## config.mk

```make
export PLATFORM = sky130hd
export DESIGN_NAME = interrupt_input_conditioner_flat
export DESIGN_NICKNAME = d
export VERILOG_FILES = /design/src/rtl/interrupt_input_conditioner_pkg.sv /design/src/rtl/interrupt_input_conditioner_if.sv /design/src/rtl/interrupt_input_conditioner_debounce_cell.sv /design/src/rtl/interrupt_input_conditioner.sv /design/src/flat_wrapper.sv
export SDC_FILE = /design/constraint.sdc
export NUM_CORES = 1
export LEC_CHECK = 0
export CAP_MARGIN = 20
export CORE_ASPECT_RATIO = 0.7
export CORE_MARGIN = 10
export CORE_UTILIZATION = 55
export DETAILED_ROUTE_END_ITERATION = 16
export PLACE_DENSITY = 0.74
export SETUP_SLACK_MARGIN = 0.2
export SYNTH_ARGS = -nofsm -noshare
export SYNTH_HDL_FRONTEND = slang
export SYNTH_SLANG_ARGS = --single-unit
```

## constraint.sdc

```tcl
create_clock -name clk -period 6.7 [get_ports clk]
set_clock_uncertainty 0.15 [all_clocks]
set_input_delay 1.34 -clock clk [delete_from_list [all_inputs] [get_ports clk]]
set_output_delay 1.34 -clock clk [all_outputs]
set_load 0.03 [all_outputs]
```

## src/rtl/interrupt_input_conditioner_pkg.sv

```systemverilog
// Shared constants and channel FSM encoding for the RhythmGameboy input front end.
package rhythm_io_pkg;

  localparam int INT_WIDTH          = 20;
  localparam int DEF_PRESCALE       = 50000;
  localparam int DEF_DEBOUNCE_TICKS = 8;
  localparam int DEF_HOLD_CYCLES    = 10;

  typedef enum logic [1:0] {
    IDLE     = 2'd0,
    HOLD     = 2'd1,
    WAIT_REL = 2'd2
  } chan_state_t;

  // One extra bit over $clog2 so a count of exactly max_count-1 always fits.
  function automatic int cnt_width(input int max_count);
    return $clog2(max_count) + 1;
  endfunction

endpackage

```

## src/rtl/interrupt_input_conditioner_if.sv

```systemverilog
// Pin-side bundle of the interrupt input conditioner: raw pins and acknowledges in, events and levels out.
interface interrupt_input_conditioner_if
  import rhythm_io_pkg::*;
#(
  parameter int WIDTH = INT_WIDTH
);

  logic [WIDTH-1:0] raw_in;
  logic [WIDTH-1:0] clear;
  logic [WIDTH-1:0] interrupt;
  logic [WIDTH-1:0] level;

  modport master (output raw_in, output clear, input interrupt, input level);
  modport slave  (input raw_in, input clear, output interrupt, output level);

endinterface

```

## src/rtl/interrupt_input_conditioner_debounce_cell.sv

```systemverilog
// One input channel: 2-flop sync, tick-driven debounce, rise detect and pulse-stretch FSM.
// STICKY_EVENT_EN keeps the event high after the stretch until clear is seen.
module debounce_cell
  import rhythm_io_pkg::*;
#(
  parameter int DEBOUNCE_TICKS = DEF_DEBOUNCE_TICKS,
  parameter int HOLD_CYCLES    = DEF_HOLD_CYCLES
) (
  input  logic clk,
  input  logic reset_n,
  input  logic tick,
  input  logic raw_in,
  input  logic clear,
  output logic interrupt,
  output logic level
);

  localparam int CW = cnt_width(DEBOUNCE_TICKS);
  localparam int HW = cnt_width(HOLD_CYCLES);
  localparam logic [CW-1:0] CNT_LAST  = CW'(DEBOUNCE_TICKS - 1);
  localparam logic [HW-1:0] HOLD_LAST = HW'(HOLD_CYCLES - 1);

  logic          sync1_r, sync2_r;
  logic          stable_r, stable_d_r, level_r, int_r;
  logic [CW-1:0] cnt_r;
  logic [HW-1:0] hcnt_r, hcnt_s;
  chan_state_t   state_r, state_s;
  logic          rise_s, expire_s, event_s;

  // synchroniser for the asynchronous pin
  always_ff @(posedge clk or negedge reset_n) begin
    if (!reset_n) begin
      sync1_r <= 1'b0;
      sync2_r <= 1'b0;
    end else begin
      sync1_r <= raw_in;
      sync2_r <= sync1_r;
    end
  end

  // debounce counter, stable level and its delayed copy for edge detection
  always_ff @(posedge clk or negedge reset_n) begin
    if (!reset_n) begin
      stable_r   <= 1'b0;
      stable_d_r <= 1'b0;
      level_r    <= 1'b0;
      cnt_r      <= {CW{1'b0}};
    end else begin
      stable_d_r <= stable_r;
      level_r    <= stable_r;
      if (tick) begin
        if (sync2_r == stable_r) begin
          cnt_r <= {CW{1'b0}};
        end else if (cnt_r == CNT_LAST) begin
          stable_r <= sync2_r;
          cnt_r    <= {CW{1'b0}};
        end else begin
          cnt_r <= cnt_r + CW'(1);
        end
      end
    end
  end

  assign rise_s = stable_r & ~stable_d_r;

  // next-state logic; a rise always (re)arms the full stretch
  always_comb begin
    state_s  = state_r;
    hcnt_s   = hcnt_r;
    expire_s = 1'b0;
    case (state_r)
      IDLE: begin
        if (rise_s) begin
          state_s = HOLD;
          hcnt_s  = HOLD_LAST;
        end else begin
          state_s = IDLE;
        end
      end
      HOLD: begin
        if (rise_s) begin
          hcnt_s = HOLD_LAST;
        end else if (hcnt_r == {HW{1'b0}}) begin
          expire_s = 1'b1;
          state_s  = stable_r ? WAIT_REL : IDLE;
        end else begin
          hcnt_s = hcnt_r - HW'(1);
        end
      end
      WAIT_REL: begin
        if (rise_s) begin
          state_s = HOLD;
          hcnt_s  = HOLD_LAST;
        end else if (!stable_r) begin
          state_s = IDLE;
        end else begin
          state_s = WAIT_REL;
        end
      end
      default: begin
        state_s = IDLE;
        hcnt_s  = {HW{1'b0}};
      end
    endcase
  end

`ifdef STICKY_EVENT_EN
  logic sticky_r, sticky_s;

  // sticky flag: expiry sets it and wins over a coincident clear
  always_comb begin
    if (expire_s) begin
      sticky_s = 1'b1;
    end else if (clear) begin
      sticky_s = 1'b0;
    end else begin
      sticky_s = sticky_r;
    end
  end

  // sticky flag register
  always_ff @(posedge clk or negedge reset_n) begin
    if (!reset_n) begin
      sticky_r <= 1'b0;
    end else begin
      sticky_r <= sticky_s;
    end
  end

  assign event_s = (state_s == HOLD) | sticky_s;
`else
  logic unused_s;
  assign unused_s = clear ^ expire_s;
  assign event_s  = (state_s == HOLD);
`endif

  // FSM state, hold counter and registered event output
  always_ff @(posedge clk or negedge reset_n) begin
    if (!reset_n) begin
      state_r <= IDLE;
      hcnt_r  <= {HW{1'b0}};
      int_r   <= 1'b0;
    end else begin
      state_r <= state_s;
      hcnt_r  <= hcnt_s;
      int_r   <= event_s;
    end
  end

  assign interrupt = int_r;
  assign level     = level_r;

endmodule

```

## src/rtl/interrupt_input_conditioner.sv

```systemverilog
// Drives the core interrupt bus from raw pins: one shared debounce prescaler plus WIDTH debounce_cell channels.
// Optional STICKY_EVENT_EN makes events latch until acknowledged via clear.
module interrupt_input_conditioner
  import rhythm_io_pkg::*;
#(
  parameter int WIDTH          = INT_WIDTH,
  parameter int PRESCALE       = DEF_PRESCALE,
  parameter int DEBOUNCE_TICKS = DEF_DEBOUNCE_TICKS,
  parameter int HOLD_CYCLES    = DEF_HOLD_CYCLES
) (
  input logic                         clk,
  input logic                         reset_n,
  interrupt_input_conditioner_if.slave bus
);

  localparam int PW = cnt_width(PRESCALE);
  localparam logic [PW-1:0] PRE_LAST = PW'(PRESCALE - 1);

  logic [PW-1:0]    pre_r;
  logic             tick_s;
  logic [WIDTH-1:0] int_s;
  logic [WIDTH-1:0] lvl_s;

  // free-running debounce sample prescaler
  always_ff @(posedge clk or negedge reset_n) begin
    if (!reset_n) begin
      pre_r <= {PW{1'b0}};
    end else if (pre_r == PRE_LAST) begin
      pre_r <= {PW{1'b0}};
    end else begin
      pre_r <= pre_r + PW'(1);
    end
  end

  assign tick_s = (pre_r == PRE_LAST);

  for (genvar i = 0; i < WIDTH; i++) begin : g_chan
    debounce_cell #(
      .DEBOUNCE_TICKS (DEBOUNCE_TICKS),
      .HOLD_CYCLES    (HOLD_CYCLES)
    ) u_cell (
      .clk       (clk),
      .reset_n   (reset_n),
      .tick      (tick_s),
      .raw_in    (bus.raw_in[i]),
      .clear     (bus.clear[i]),
      .interrupt (int_s[i]),
      .level     (lvl_s[i])
    );
  end

  assign bus.interrupt = int_s;
  assign bus.level     = lvl_s;

endmodule

```

## src/flat_wrapper.sv

```systemverilog
// flat-port wrapper written by rule: the top's interface ports become plain ports
module interrupt_input_conditioner_flat import rhythm_io_pkg::*;
#(
  parameter int WIDTH          = INT_WIDTH,
  parameter int PRESCALE       = DEF_PRESCALE,
  parameter int DEBOUNCE_TICKS = DEF_DEBOUNCE_TICKS,
  parameter int HOLD_CYCLES    = DEF_HOLD_CYCLES
)
  (clk, reset_n, bus_raw_in, bus_clear, bus_interrupt, bus_level);
  interrupt_input_conditioner_if #(.WIDTH(WIDTH)) bus_i ();
  input logic clk;
  input logic reset_n;
  input wire logic [$bits(bus_i.raw_in)-1:0] bus_raw_in;
  input wire logic [$bits(bus_i.clear)-1:0] bus_clear;
  output wire logic [$bits(bus_i.interrupt)-1:0] bus_interrupt;
  output wire logic [$bits(bus_i.level)-1:0] bus_level;
  assign bus_i.raw_in = bus_raw_in;
  assign bus_i.clear = bus_clear;
  assign bus_interrupt = bus_i.interrupt;
  assign bus_level = bus_i.level;
  interrupt_input_conditioner #(.WIDTH(WIDTH), .PRESCALE(PRESCALE), .DEBOUNCE_TICKS(DEBOUNCE_TICKS), .HOLD_CYCLES(HOLD_CYCLES)) u_core (.clk(clk), .reset_n(reset_n), .bus(bus_i));
endmodule
```

== Word level (Yosys, flattened, before mapping) ==
Cells that the tools add are included.
Storage, ports and cells
  bits in registers: 337
  input port bits: 42
  output and inout bits: 40
  logic and storage cells: 744
Operators by class
  $add $sub $neg: 41
  equality and inequality tests: 141
  muxes and demuxes: 241
  bitwise logic cells: 60
  reductions and logical operators: 100
Operator list (count)
  $mux W5: 60
  $pmux W5 S2: 20
  $mux W2: 80
  $mux W4: 40
  $pmux W2 S3: 20
  $logic_not A5 Y1: 20
  $sub A5 B1 Y5 const B: 20
  $add A4 B1 Y4 const B: 20
  $eq A2 B1 Y1 const B: 40
  $eq A4 B3 Y1 const B: 20
  $ne A3 B3 Y1 const B: 20
  $reduce_and A3 Y1: 20
  $eq A2 B2 Y1 const B: 20
  $logic_not A2 Y1: 20
  $ne A2 B1 Y1 const B: 20
  $not A1 Y1: 40
  $reduce_and A2 Y1: 20
  $reduce_or A2 Y1: 20
  $and A1 B1 Y1: 20
  $eq A1 B1 Y1: 20
  $mux W1: 20
  $add A17 B1 Y17 const B: 1
  $eq A17 B16 Y1 const B: 1
  $mux W17: 1

== Longest topological paths before layout ==
Gate-level depths: netlist of the first run.
  depth after elaboration: 5
  depth in mapped cells: 8
  gate-level depth less buffers: 6

== Hierarchy ==
Synthesis of the first run repeated with hierarchy kept, for this count alone.
Second synthesis, totals
  cells, all modules: 1532
  area total of the unflattened synthesis: 15992.8 sq um
Modules (own cells, without submodules)
  debounce_cell at u_core.g_chan[0].u_cell ...: instances 18, cells each 73, area an instance 758.2 sq um, seq. area each 400.4 sq um
  debounce_cell at u_core.g_chan[8].u_cell ...: instances 2, cells each 72, area an instance 768.2 sq um, seq. area each 400.4 sq um
  interrupt_input_conditioner: instances 1, cells each 74, area an instance 808.3 sq um, seq. area each 425.4 sq um

== Worst setup path after synthesis of the first run ==
No wires, ideal clock.
  path type: register to register
  start point: register u_core.pre_r[5]
  end point: register u_core.g_chan[0].u_cell.stable_r
  setup time: 127 ps
  data arrival time: 2177 ps
  data required time: 6423 ps
  setup slack: 4245 ps
  stages on the path, launching flop included: 7
  path buffers: 2
  clock period less this slack: 2455 ps
  path through: dfrtp_1 or4_4 or4_4 buf_6 buf_6 nor2_1 mux2_1
Between the ends
  longest elaborated chain between the ends: 2
Ends and longest elaborated chain
  start, declared: RTL line interrupt_input_conditioner.sv:19  | logic [PW-1:0] pre_r;
  start signal, assigned: RTL line interrupt_input_conditioner.sv:27  | pre_r <= {PW{1'b0}};
  start signal, assigned: RTL line interrupt_input_conditioner.sv:29  | pre_r <= {PW{1'b0}};
  start signal, assigned: RTL line interrupt_input_conditioner.sv:31  | pre_r <= pre_r + PW'(1);
  $eq A17 B16 Y1: RTL line interrupt_input_conditioner.sv:35  | assign tick_s = (pre_r == PRE_LAST);
  $reduce_and A3 Y1 (no source line)
  end signal, assigned: RTL line interrupt_input_conditioner_debounce_cell.sv:55  | stable_r <= sync2_r;
  end, declared: RTL line interrupt_input_conditioner_debounce_cell.sv:24  | logic stable_r, stable_d_r, level_r, int_r;
No other way between the ends.
A chain may end at the register's enable or synchronous reset.

== Worst setup path after layout of the first run ==
  start point: register u_core.g_chan[10].u_cell.level_r
  end point: output port bus_level[10]
RTL lines
  start, declared: RTL line interrupt_input_conditioner_debounce_cell.sv:24
  start signal, assigned: RTL line interrupt_input_conditioner_debounce_cell.sv:50  | level_r <= stable_r;
  end, declared: RTL line flat_wrapper.sv:16  | output wire logic [$bits(bus_i.level)-1:0] bus_level;
No word-level cell between the ends.

==> flow_metrics.tcl, run 1 <==
set metrics [dict create \
    run_status "finished clean" \
    nets_in_the_synthesized_netlist 1644 \
    maxClockFrequency_ghz 0.320 \
    pwr-share-comb 0.017 \
    finalHoldWorstSlack_ns 0.194 \
    globalRouteOverflowTotal 0 \
    insertion_delay_ns 0.51 \
    layout-drive-gt1-share 0.0664 \
    netSwitchingFraction 0.200 \
    final.setup.tns_ns 0 \
    finalCriticalPeriod_ns 3.13 \
    clkPwrFrac 0.487 \
    crit_path_end_kind "primary output" \
    min_period_over_period 0.467 \
    postSynthCellCount 1561 \
    worst-path-stages 1 \
    grt_first_pass_wirelength_um 50400 \
    worst_path_largest_cell_delay_ns 0.71 \
    vias_in_the_first_global_route 10700 \
    synth-simple-area-share 0.194 \
    synth_compound_gate_area_share 0.142 \
    cpLargestDelayFamily "buffers and inverters" \
    criticalPathCategory "reg2out" \
    post_synth_mux_area_share 0.0218 \
    drtIter0Drc 872 \
    antenna_diode_count 0 \
    netlist_area_um2 15800 \
    required_ns 5.21 \
    synth-edff-count 0 \
    sequential_fraction_of_the_synthesis_area 0.533 \
    floorplan.io_pins 82 \
    clk_pin_slew_worst_paths_ns 0.06 \
    finalCoreUtilization 0.630 \
    hpwlAfterDp_um 18900 \
    totalPowerFinal_uw 4150 \
    power_density_nw_per_um2 234 \
    synth.top_cells.by_area "sky130_fd_sc_hd__dfrtp_1, sky130_fd_sc_hd__o21ai_0, sky130_fd_sc_hd__ha_1, sky130_fd_sc_hd__nand2_1, sky130_fd_sc_hd__nor2_1" \
    layout-area-overhead-vs-synth_pct 11.9 \
    startpoint_type_of_the_worst_setup_path "flip-flop" \
    average_wire_length_per_cell_after_detail_routing_um 14.5 \
    critPathArrivalTime_ns 1.64 \
    power.internal_uw 3320 \
    setup_viol_count_final 0 \
    postCtsHoldBufs 0 \
    timing.final.max_slew_violations 0 \
    ys_types 45 \
    timing.reg2reg.worst_path_depth 5 \
    firstDrtPassIters 5 \
    path_max_fanout 4 \
    fillers 2240 \
    peakVddDrop_mv 0.221 \
    drt-total-wl_um 28800 \
    fin_nets 1670 \
    yosys.cell_count.top_type "sky130_fd_sc_hd__dfrtp_1" \
    cts_resized 0 \
    floorplan.rows 51 \
    slew_headroom 0.418 \
    grt_max_degree 125 \
    cts_max_level 2 \
    cts-root-to-sink-buffers 3 \
    critPathBufInv 1 \
    largest_area_contributor_in_the_synthesized_netlist "sky130_fd_sc_hd__dfrtp_1" \
    netlist_top_cells_count "sky130_fd_sc_hd__dfrtp_1, sky130_fd_sc_hd__o21ai_0, sky130_fd_sc_hd__nand2_1" \
    globalplace.congestion 0.868 \
    grt_setup_unrepaired "false" \
    syn-mean-instance-area_um2 10.1 \
    drv_cap 0 \
    cts_made_buffers 34 \
    root_buffer "sky130_fd_sc_hd__clkbuf_16" \
    die_h_um 162 \
    synth_top_family_by_area "simple AND/OR/NAND/NOR gates" \
    clock-sinks 337 \
    chipWidth_um 223 \
    yosys_most_used_dff "sky130_fd_sc_hd__dfrtp_1" \
    portbufs 61 \
    antenna_violations_before_repair 0 \
    coreArea_um2 28100 \
    floorplan.initialDensity 0.563 \
    holdCritPathClass "reg2reg" \
    worst-slew-pin-transition_ns 0.873 \
    asyncSetResetFlopFracSynth 1.00 \
    synthXorXnorAreaFrac 0.0332 \
    yosysWarnings 0 \
    post_drt_via_cell_ratio 5.74 \
    postPlaceCellArea_um2 16500 \
    timing.hold.worst_path_depth 0 \
    synth_fa_ha_area_frac 0.0324 \
    power.leakage_uw 0.00839 \
    hold_viol_final 0 \
    grt_util_all_layers 0.159 \
    synth_top_cell_area_share 0.533 \
    route.antenna.remaining_nets 0 \
    drc_errors 0 \
    tritoncts "yes" \
    critical_path.cell_chain "clkdlybuf4s50_1" \
    standard_cell_with_the_maximum_stage_delay_on_the_critical_path "sky130_fd_sc_hd__clkdlybuf4s50_1" \
    total_switching_power_uw 832 \
    final_area_um2 17700 \
    die_area_um2 36000 \
    cts.repair_timing.setup_buffer_count 0 \
    seq_power_share 0.496 \
    detailroute.via_count 11400 \
    ys_seq_elements 337 \
]
[area by class of cell]
type,count,area (um^2),share of cell area
Tap cell,371,464,0.0262
Clock inverter,11,168,0.00947
Timing Repair Buffer,66,666,0.0376
Inverter,59,221,0.0125
Multi-Input combinational cell,1089,6700,0.378
Sequential cell,337,8430,0.476
Clock buffer,49,1050,0.0594
[sequential cells by signal (all words and copies together), names as in the netlist]
register,flops
u_core.g_chan.u_cell.cnt_r,80
u_core.g_chan.u_cell.hcnt_r,100
u_core.g_chan.u_cell.interrupt,20
u_core.g_chan.u_cell.level,20
u_core.g_chan.u_cell.stable_r,20
u_core.g_chan.u_cell.state_r,40
u_core.g_chan.u_cell.sync1_r,20
u_core.g_chan.u_cell.sync2_r,20
u_core.pre_r,17
[worst paths after layout]
path | slack (ns) | end | startpoint
worst max-delay path | 3.57 | bus_level[10] | u_core.g_chan[10].u_cell.level
worst min-delay path | 0.19 | u_core.g_chan[8].u_cell.sync2_r | u_core.g_chan[8].u_cell.sync1_r
worst max register to register | 3.70 | u_core.g_chan[14].u_cell.stable_r | u_core.pre_r[5]
worst min register to register | 0.19 | u_core.g_chan[8].u_cell.sync2_r | u_core.g_chan[8].u_cell.sync1_r
max in group asynchronous | 4.38 | u_core.g_chan[0].u_cell.hcnt_r[1] | reset_n
min in group asynchronous | 0.65 | u_core.g_chan[12].u_cell.hcnt_r[4] | reset_n
[through the flow]
stage / cells / setup WS [ns]
final: 1982 / 3.57
after global routing: 1982 / 3.53
after CTS: 1982 / 3.55
after detailed placement: 1922 / 3.71
after global placement: 1922 / 3.71
after floorplan: 1561 / 4.25
[worst register-to-register path, delay by kind of cell, from the launching register on]
family	cells	cell delay [ns]
flip-flops	1	0.43
multiplexers	1	0.34
AND/OR/NAND/NOR	3	1.57
buffers and inverters	1	0.41
[power by group through the flow]
| stage | clock, uW | sequential [uW] | combinational [uW] |
|---|---|---|---|
| after floorplan | 0 | 2090 | 15.4 |
| after global placement | 0 | 2090 | 74.8 |
| after detailed placement | 0 | 2090 | 75.1 |
| after CTS | 2080 | 2060 | 75.7 |
| after global routing | 2160 | 2060 | 83.9 |
| final | 2020 | 2060 | 71.2 |
[kinds of logic (layout without fill, tap and decap cells)]
family                   after synthesis  count (layout)
AO/OA/AOI/OAI                        391             391
buffers and inverters                135             185
adder cells (fa/ha/maj)               41              41
AND/OR/NAND/NOR                      565             565
XOR/XNOR                              60              60
flip-flops                           337             337
multiplexers                          32              32
[cells in the final DEF, fill, tap and decap left out, drive strengths merged, types with 12 or more instances in the layout]
cell type      instances
or3                   26
dfrtp                337
ha                    41
nor2b                 21
nor3                  15
a31oi                 42
nand2b                69
mux2                  20
xor2                  25
nor2                 121
a22oi                 46
nand3b                20
clkbuf                49
o31a                  18
nand2                131
mux2i                 12
inv                   60
a21oi                 55
nand4                 24
and3                  40
o21ai                215
or4b                  34
nand3                 33
clkdlybuf4s50         60
xnor2                 35
[metal layers]
| metal | global-route usage | wire (um) | vias up |
|---|---|---|---|
| li1 | - | - | 5574 |
| met4 | 0.0453 | 505 | 0 |
| met1 | 0.222 | 14300 | 5558 |
| met2 | 0.249 | 12800 | 212 |
| met5 | 0 | 0 | - |
| met3 | 0.0299 | 1200 | 40 |
(Power assumes the default switching activity.)
==> run 2: changes to the inputs <==
Clock period 6.7 ns to 3 ns, I/O delays scaled along.
==> run 2 against run 1 <==
Against the previous run:
- final area increased by 0.29%
- worst hold slack better by 0.0034 ns
- flip-flop and latch count stayed put
- clock power increased by 110%
- critical endpoint is now u_core.g_chan[17].u_cell.stable_r
==> flow_metrics.tcl, run 2 (synthesized netlist as in run 1, its figures left out) <==
set metrics [dict create \
    min_period_over_period 0.892 \
    pre_cts_ws_ns 0.314 \
    critPathMostFrequentCell "sky130_fd_sc_hd__or4_4" \
    die_area_um2 36000 \
    chipWidth_um 223 \
    grt_util_all_layers 0.159 \
    drtIter0Drc 953 \
    clk_pin_slew_worst_paths_ns 0.06 \
    tritoncts "yes" \
    portbufs 61 \
    startpoint_type_of_the_worst_setup_path "flip-flop" \
    path_max_fanout 40 \
    cts_made_buffers 34 \
    route.antenna.remaining_nets 0 \
    largest_registers "u_core.g_chan.u_cell.hcnt_r: 100 flops, u_core.g_chan.u_cell.cnt_r: 80 flops, u_core.g_chan.u_cell.state_r: 40 flops" \
    worst_path_largest_cell_delay_ns 0.68 \
    floorplan.rows 51 \
    totalPowerFinal_uw 9080 \
    grt_setup_unrepaired "false" \
    timing.reg2reg.worst_path_depth 5 \
    post_drt_via_cell_ratio 5.74 \
    detailroute.via_count 11400 \
    postPlaceCellArea_um2 16600 \
    antenna_diode_count 0 \
    globalplace.congestion 0.853 \
    power.leakage_uw 0.00841 \
    criticalPathCategory "reg2reg" \
    standard_cell_with_the_maximum_stage_delay_on_the_critical_path "sky130_fd_sc_hd__or4_4" \
    run_status "finished clean" \
    largest-register "u_core.g_chan.u_cell.hcnt_r" \
    critical_path.cell_chain "or4_4, or4_4, buf_12, nor2_1, mux2_1" \
    slew_headroom 0.648 \
    cts_max_level 2 \
    final.setup.tns_ns 0 \
    grt_max_degree 77 \
    whs_endpoint "u_core.g_chan[1].u_cell.sync2_r" \
    setup_slack_ns 0.323 \
    drt-total-wl_um 29200 \
    floorplan.initialDensity 0.563 \
    floorplan.io_pins 82 \
    finalCriticalPeriod_ns 2.68 \
    crit_path_start "u_core.pre_r[5]" \
    final_cell_mix "sky130_fd_sc_hd__dfrtp_1, sky130_fd_sc_hd__o21ai_0, sky130_fd_sc_hd__nand2_1" \
    drc_errors 0 \
    hp-start "u_core.g_chan[1].u_cell.sync1_r" \
    cts.repair_timing.setup_buffer_count 0 \
    layout-drive-gt1-share 0.0674 \
    layout_commonest_cell "sky130_fd_sc_hd__dfrtp_1" \
    largest_register_ff_count 100 \
    coreArea_um2 28100 \
    timing.hold.worst_path_depth 0 \
    critPathArrivalTime_ns 2.92 \
    clock-sinks 337 \
    crit_path_end_kind "flip-flop" \
    regToRegEndpoint "u_core.g_chan[17].u_cell.stable_r" \
    root_buffer "sky130_fd_sc_hd__clkbuf_16" \
    firstDrtPassIters 7 \
    ff_latch_area_um2 8430 \
    fin_nets 1679 \
    drv_cap 0 \
    layout-area-overhead-vs-synth_pct 12.2 \
    cts-root-to-sink-buffers 3 \
    globalRouteOverflowTotal 0 \
    maxClockFrequency_ghz 0.374 \
    hold_viol_final 0 \
    power_density_nw_per_um2 511 \
    hpwlAfterDp_um 19400 \
    multi_input_comb_area_um2 6700 \
    required_ns 3.24 \
    die_h_um 162 \
    grt_first_pass_wirelength_um 50500 \
    r2r_slack_ns 0.32 \
    insertion_delay_ns 0.51 \
    timing.final.max_slew_violations 0 \
    finalCoreUtilization 0.632 \
    fillers 2195 \
    worst-slew-pin-transition_ns 0.522 \
    worst_r2r_src "u_core.pre_r[5]" \
    peakVddDrop_mv 0.433 \
    antenna_violations_before_repair 0 \
    average_wire_length_per_cell_after_detail_routing_um 14.7 \
    vias_in_the_first_global_route 10800 \
    holdCritPathClass "reg2reg" \
    setup_viol_count_final 0 \
    final_area_um2 17800 \
]
[run 2: how the worst max path moves through the flow]
stage	endpoint	slack, ns
after CTS	u_core.g_chan[17].u_cell.stable_r	0.31
after floorplan	u_core.g_chan[0].u_cell.stable_r	0.55
after global placement	u_core.g_chan[15].u_cell.stable_r	0.39
after detailed placement	u_core.g_chan[17].u_cell.stable_r	0.31
after global routing	u_core.g_chan[13].u_cell.stable_r	0.24
final	u_core.g_chan[17].u_cell.stable_r	0.32
[run 2: layout make-up]
class                   instances  share of cell area
inverters                      59              0.0125
repair buffers                 75              0.0450
clock inverters                 9             0.00733
multi-input cells            1089               0.377
clock buffers                  48              0.0567
well taps                     371              0.0261
flip-flops and latches        337               0.475
[run 2: metal layers]
| metal | track usage | wire [um] |
|---|---|---|
| met5 | 0 | 0 |
| met1 | 0.224 | 14400 |
| met3 | 0.0301 | 1150 |
| met4 | 0.0392 | 445 |
| met2 | 0.250 | 13200 |
[run 2: power by group]
group	switching [uW]	internal (uW)	total, uW
registers	19.6	4570	4590
clock network	1720	2600	4320
logic	112	57.3	169
[run 2: timing repair]
action / in CTS / in global routing
gates resized for setup: 0 / 0
hold buffers: 1 / 0
hold endpoints to repair: 55 / 0
[run 2: per-stage QoR]
stage	cells	hold WS, ns
after global placement	1930	0.182
after global routing	1988	0.206
final	1988	0.197
after CTS	1988	0.199
after floorplan	1561	0.154
after detailed placement	1930	0.185
[run 2: critical path, delay by kind of cell (launching register included)]
family        cells  cell delay (ns)
mux               1             0.33
simple gates      3             1.39
flops             1             0.43
buf+inv           1             0.23
==> run 3: changes to the inputs <==
--- a/config.mk
+++ b/config.mk
@@ -8,3 +8,3 @@
 export CAP_MARGIN = 20
-export CORE_ASPECT_RATIO = 0.7
+export CORE_ASPECT_RATIO = 0.9
 export CORE_MARGIN = 10
@@ -12,2 +12,3 @@
 export DETAILED_ROUTE_END_ITERATION = 16
+export HOLD_SLACK_MARGIN = 0.05
 export PLACE_DENSITY = 0.74
==> constraint.sdc (replaced) <==
create_clock -name clk -period 3 [get_ports clk]
set_clock_uncertainty 0.15 [all_clocks]
set_input_delay 0.3 -clock clk [delete_from_list [all_inputs] [get_ports clk]]
set_output_delay 0.3 -clock clk [all_outputs]
set_load 0.03 [all_outputs]
==> run 3 against run 2 <==
Against the previous run:
- worst setup slack better by 0.12 ns
- clock power increased by 5.3%
- sequential share of layout area fell by 0.12 points
- first-iteration DRC count down 27%
- flip-flop and latch count is the same
- final area rose by 0.26%
- combinational power hardly changed
- global-route usage rose by 0.16 points
- fmax increased by 4.8%
- final cell count shrank 0.20%
- worst hold slack worse by 0.12 ns
- die area decreased by 0.28%
- critical endpoint is now u_core.g_chan[12].u_cell.stable_r
- highest routed layer unchanged
==> flow_metrics.tcl, run 3 (synthesized netlist as in run 1, its figures left out) <==
set metrics [dict create \
    timing.hold.worst_path_depth 1 \
    drv_cap 0 \
    min_period_over_period 0.852 \
    drtIter0Drc 700 \
    maxClockFrequency_ghz 0.391 \
    total_switching_power_uw 1860 \
    largest_registers "u_core.g_chan.u_cell.hcnt_r: 100 flops, u_core.g_chan.u_cell.cnt_r: 80 flops, u_core.g_chan.u_cell.state_r: 40 flops" \
    globalplace.congestion 0.821 \
    grt_util_met2 0.268 \
    peakVddDrop_mv 0.415 \
    regToRegEndpoint "u_core.g_chan[12].u_cell.stable_r" \
    seq_power_share 0.493 \
    timing.final.max_slew_violations 0 \
    layout-area-overhead-vs-synth_pct 12.5 \
    critical_path.cell_chain "or4_4, or4_4, buf_12, nor2_1, mux2_1" \
    largest-register "u_core.g_chan.u_cell.hcnt_r" \
    root_buffer "sky130_fd_sc_hd__clkbuf_16" \
    firstDrtPassIters 5 \
    clkPwrFrac 0.489 \
    post_drt_via_cell_ratio 5.71 \
    floorplan.initialDensity 0.562 \
    grt_first_pass_wirelength_um 50600 \
    chipWidth_um 199 \
    worst_path_largest_cell_delay_ns 0.56 \
    setup_viol_count_final 0 \
    slew_headroom 0.622 \
    cts_max_level 2 \
    tritoncts "yes" \
    worst-slew-pin-transition_ns 0.567 \
    whs_endpoint "u_core.g_chan[3].u_cell.sync1_r" \
    required_ns 3.23 \
    portbufs 61 \
    vias_in_the_first_global_route 11000 \
    netSwitchingFraction 0.199 \
    grt_max_degree 78 \
    hp-start "bus_raw_in[3]" \
    clk_pin_slew_worst_paths_ns 0.06 \
    fin_nets 1682 \
    instances_no_fill 1984 \
    crit_path_end_kind "flip-flop" \
    criticalPathCategory "reg2reg" \
    cts-root-to-sink-buffers 3 \
    layout-drive-gt1-share 0.0708 \
    critPathMostFrequentCell "sky130_fd_sc_hd__or4_4" \
    globalRouteOverflowTotal 0 \
    hpwlAfterDp_um 19200 \
    layout_commonest_cell "sky130_fd_sc_hd__dfrtp_1" \
    final.setup.tns_ns 0 \
    drc_errors 0 \
    timing.reg2reg.worst_path_depth 5 \
    floorplan.io_pins 82 \
    fillers 2255 \
    holdCritPathClass "in2reg" \
    clock-sinks 337 \
    final_cell_mix "sky130_fd_sc_hd__dfrtp_1, sky130_fd_sc_hd__o21ai_0, sky130_fd_sc_hd__nand2_1" \
    power.leakage_uw 0.00846 \
    gr-usage-met1 0.212 \
    floorplan.rows 58 \
    multi_input_comb_area_um2 6700 \
    antenna_violations_before_repair 0 \
    grt_setup_unrepaired "false" \
    grt_most_used_layer "met2" \
    largest_register_ff_count 100 \
    detailroute.via_count 11300 \
    cts_made_buffers 36 \
    finalCriticalPeriod_ns 2.55 \
    path_max_fanout 77 \
    met3_usage 0.0277 \
    hold_viol_final 0 \
    startpoint_type_of_the_worst_setup_path "flip-flop" \
    postCtsHoldBufs 1 \
    worst_r2r_src "u_core.pre_r[5]" \
    standard_cell_with_the_maximum_stage_delay_on_the_critical_path "sky130_fd_sc_hd__or4_4" \
    power.internal_uw 7450 \
    average_wire_length_per_cell_after_detail_routing_um 14.5 \
    run_status "finished clean" \
    pwr-share-comb 0.018 \
    grt_util_all_layers 0.161 \
    route.antenna.remaining_nets 0 \
    ff_latch_area_um2 8430 \
    power_density_nw_per_um2 523 \
    die_area_um2 35900 \
    die_h_um 181 \
    critPathArrivalTime_ns 2.78 \
    coreArea_um2 28200 \
    cts_resized 0 \
    insertion_delay_ns 0.51 \
    r2r_slack_ns 0.45 \
    dpl.cell_count 1920 \
    cts.repair_timing.setup_buffer_count 0 \
    antenna_diode_count 0 \
    drt-total-wl_um 28800 \
]
[run 3: area by class of cell]
cell class | instances | share of cell area
tap | 360 | 0.0253
timing repair buffer | 76 | 0.0432
sequential | 337 | 0.474
clock inverter | 9 | 0.00829
multi-input combinational | 1089 | 0.376
clock buffer | 54 | 0.0607
inverter | 59 | 0.0124
[run 3: worst max path at each step]
stage	startpoint	end	slack, ns
after global routing	u_core.pre_r[7]	u_core.g_chan[15].u_cell.stable_r	0.34
after global placement	u_core.pre_r[5]	u_core.g_chan[14].u_cell.stable_r	0.49
final	u_core.pre_r[5]	u_core.g_chan[12].u_cell.stable_r	0.45
after CTS	u_core.pre_r[5]	u_core.g_chan[4].u_cell.stable_r	0.44
after floorplan	u_core.pre_r[5]	u_core.g_chan[0].u_cell.stable_r	0.55
after detailed placement	u_core.pre_r[5]	u_core.g_chan[14].u_cell.stable_r	0.45
[run 3: metal layers]
metal  vias up  share of wire
met1      5532           0.47
li1       5607              -
met4         0          0.018
met3        52          0.037
met2       146           0.47
met5         -              0
[run 3: worst max-delay path, delay by kind of cell (launching register included)]
kind,cells,cell delay (ns)
buf+inv,1,0.23
flops,1,0.42
mux,1,0.33
simple gates,3,1.28
[run 3: stage by stage]
stage | hold slack, ns | setup slack, ns | area (um^2) | utilization | power [uW]
final | 0.0813 | 0.445 | 17800 | 0.632 | 9310
after detailed placement | 0.165 | 0.446 | 16600 | 0.588 | 4850
after CTS | 0.0596 | 0.441 | 17800 | 0.632 | 9460
after global routing | 0.0672 | 0.340 | 17800 | 0.632 | 9660
after floorplan | -0.146 | 0.545 | 15800 | - | 4710
after global placement | 0.165 | 0.488 | 16600 | 0.588 | 4850
[run 3: power by group through the flow]
stage          Sequential (uW)  Clock, uW  Combinational, uW
6_report                  4590       4550                169
5_1_grt                   4590       4880                197
4_1_cts                   4590       4690                178
3_5_place_dp              4680          0                177
3_3_place_gp              4670          0                176
2_1_floorplan             4670          0               34.3
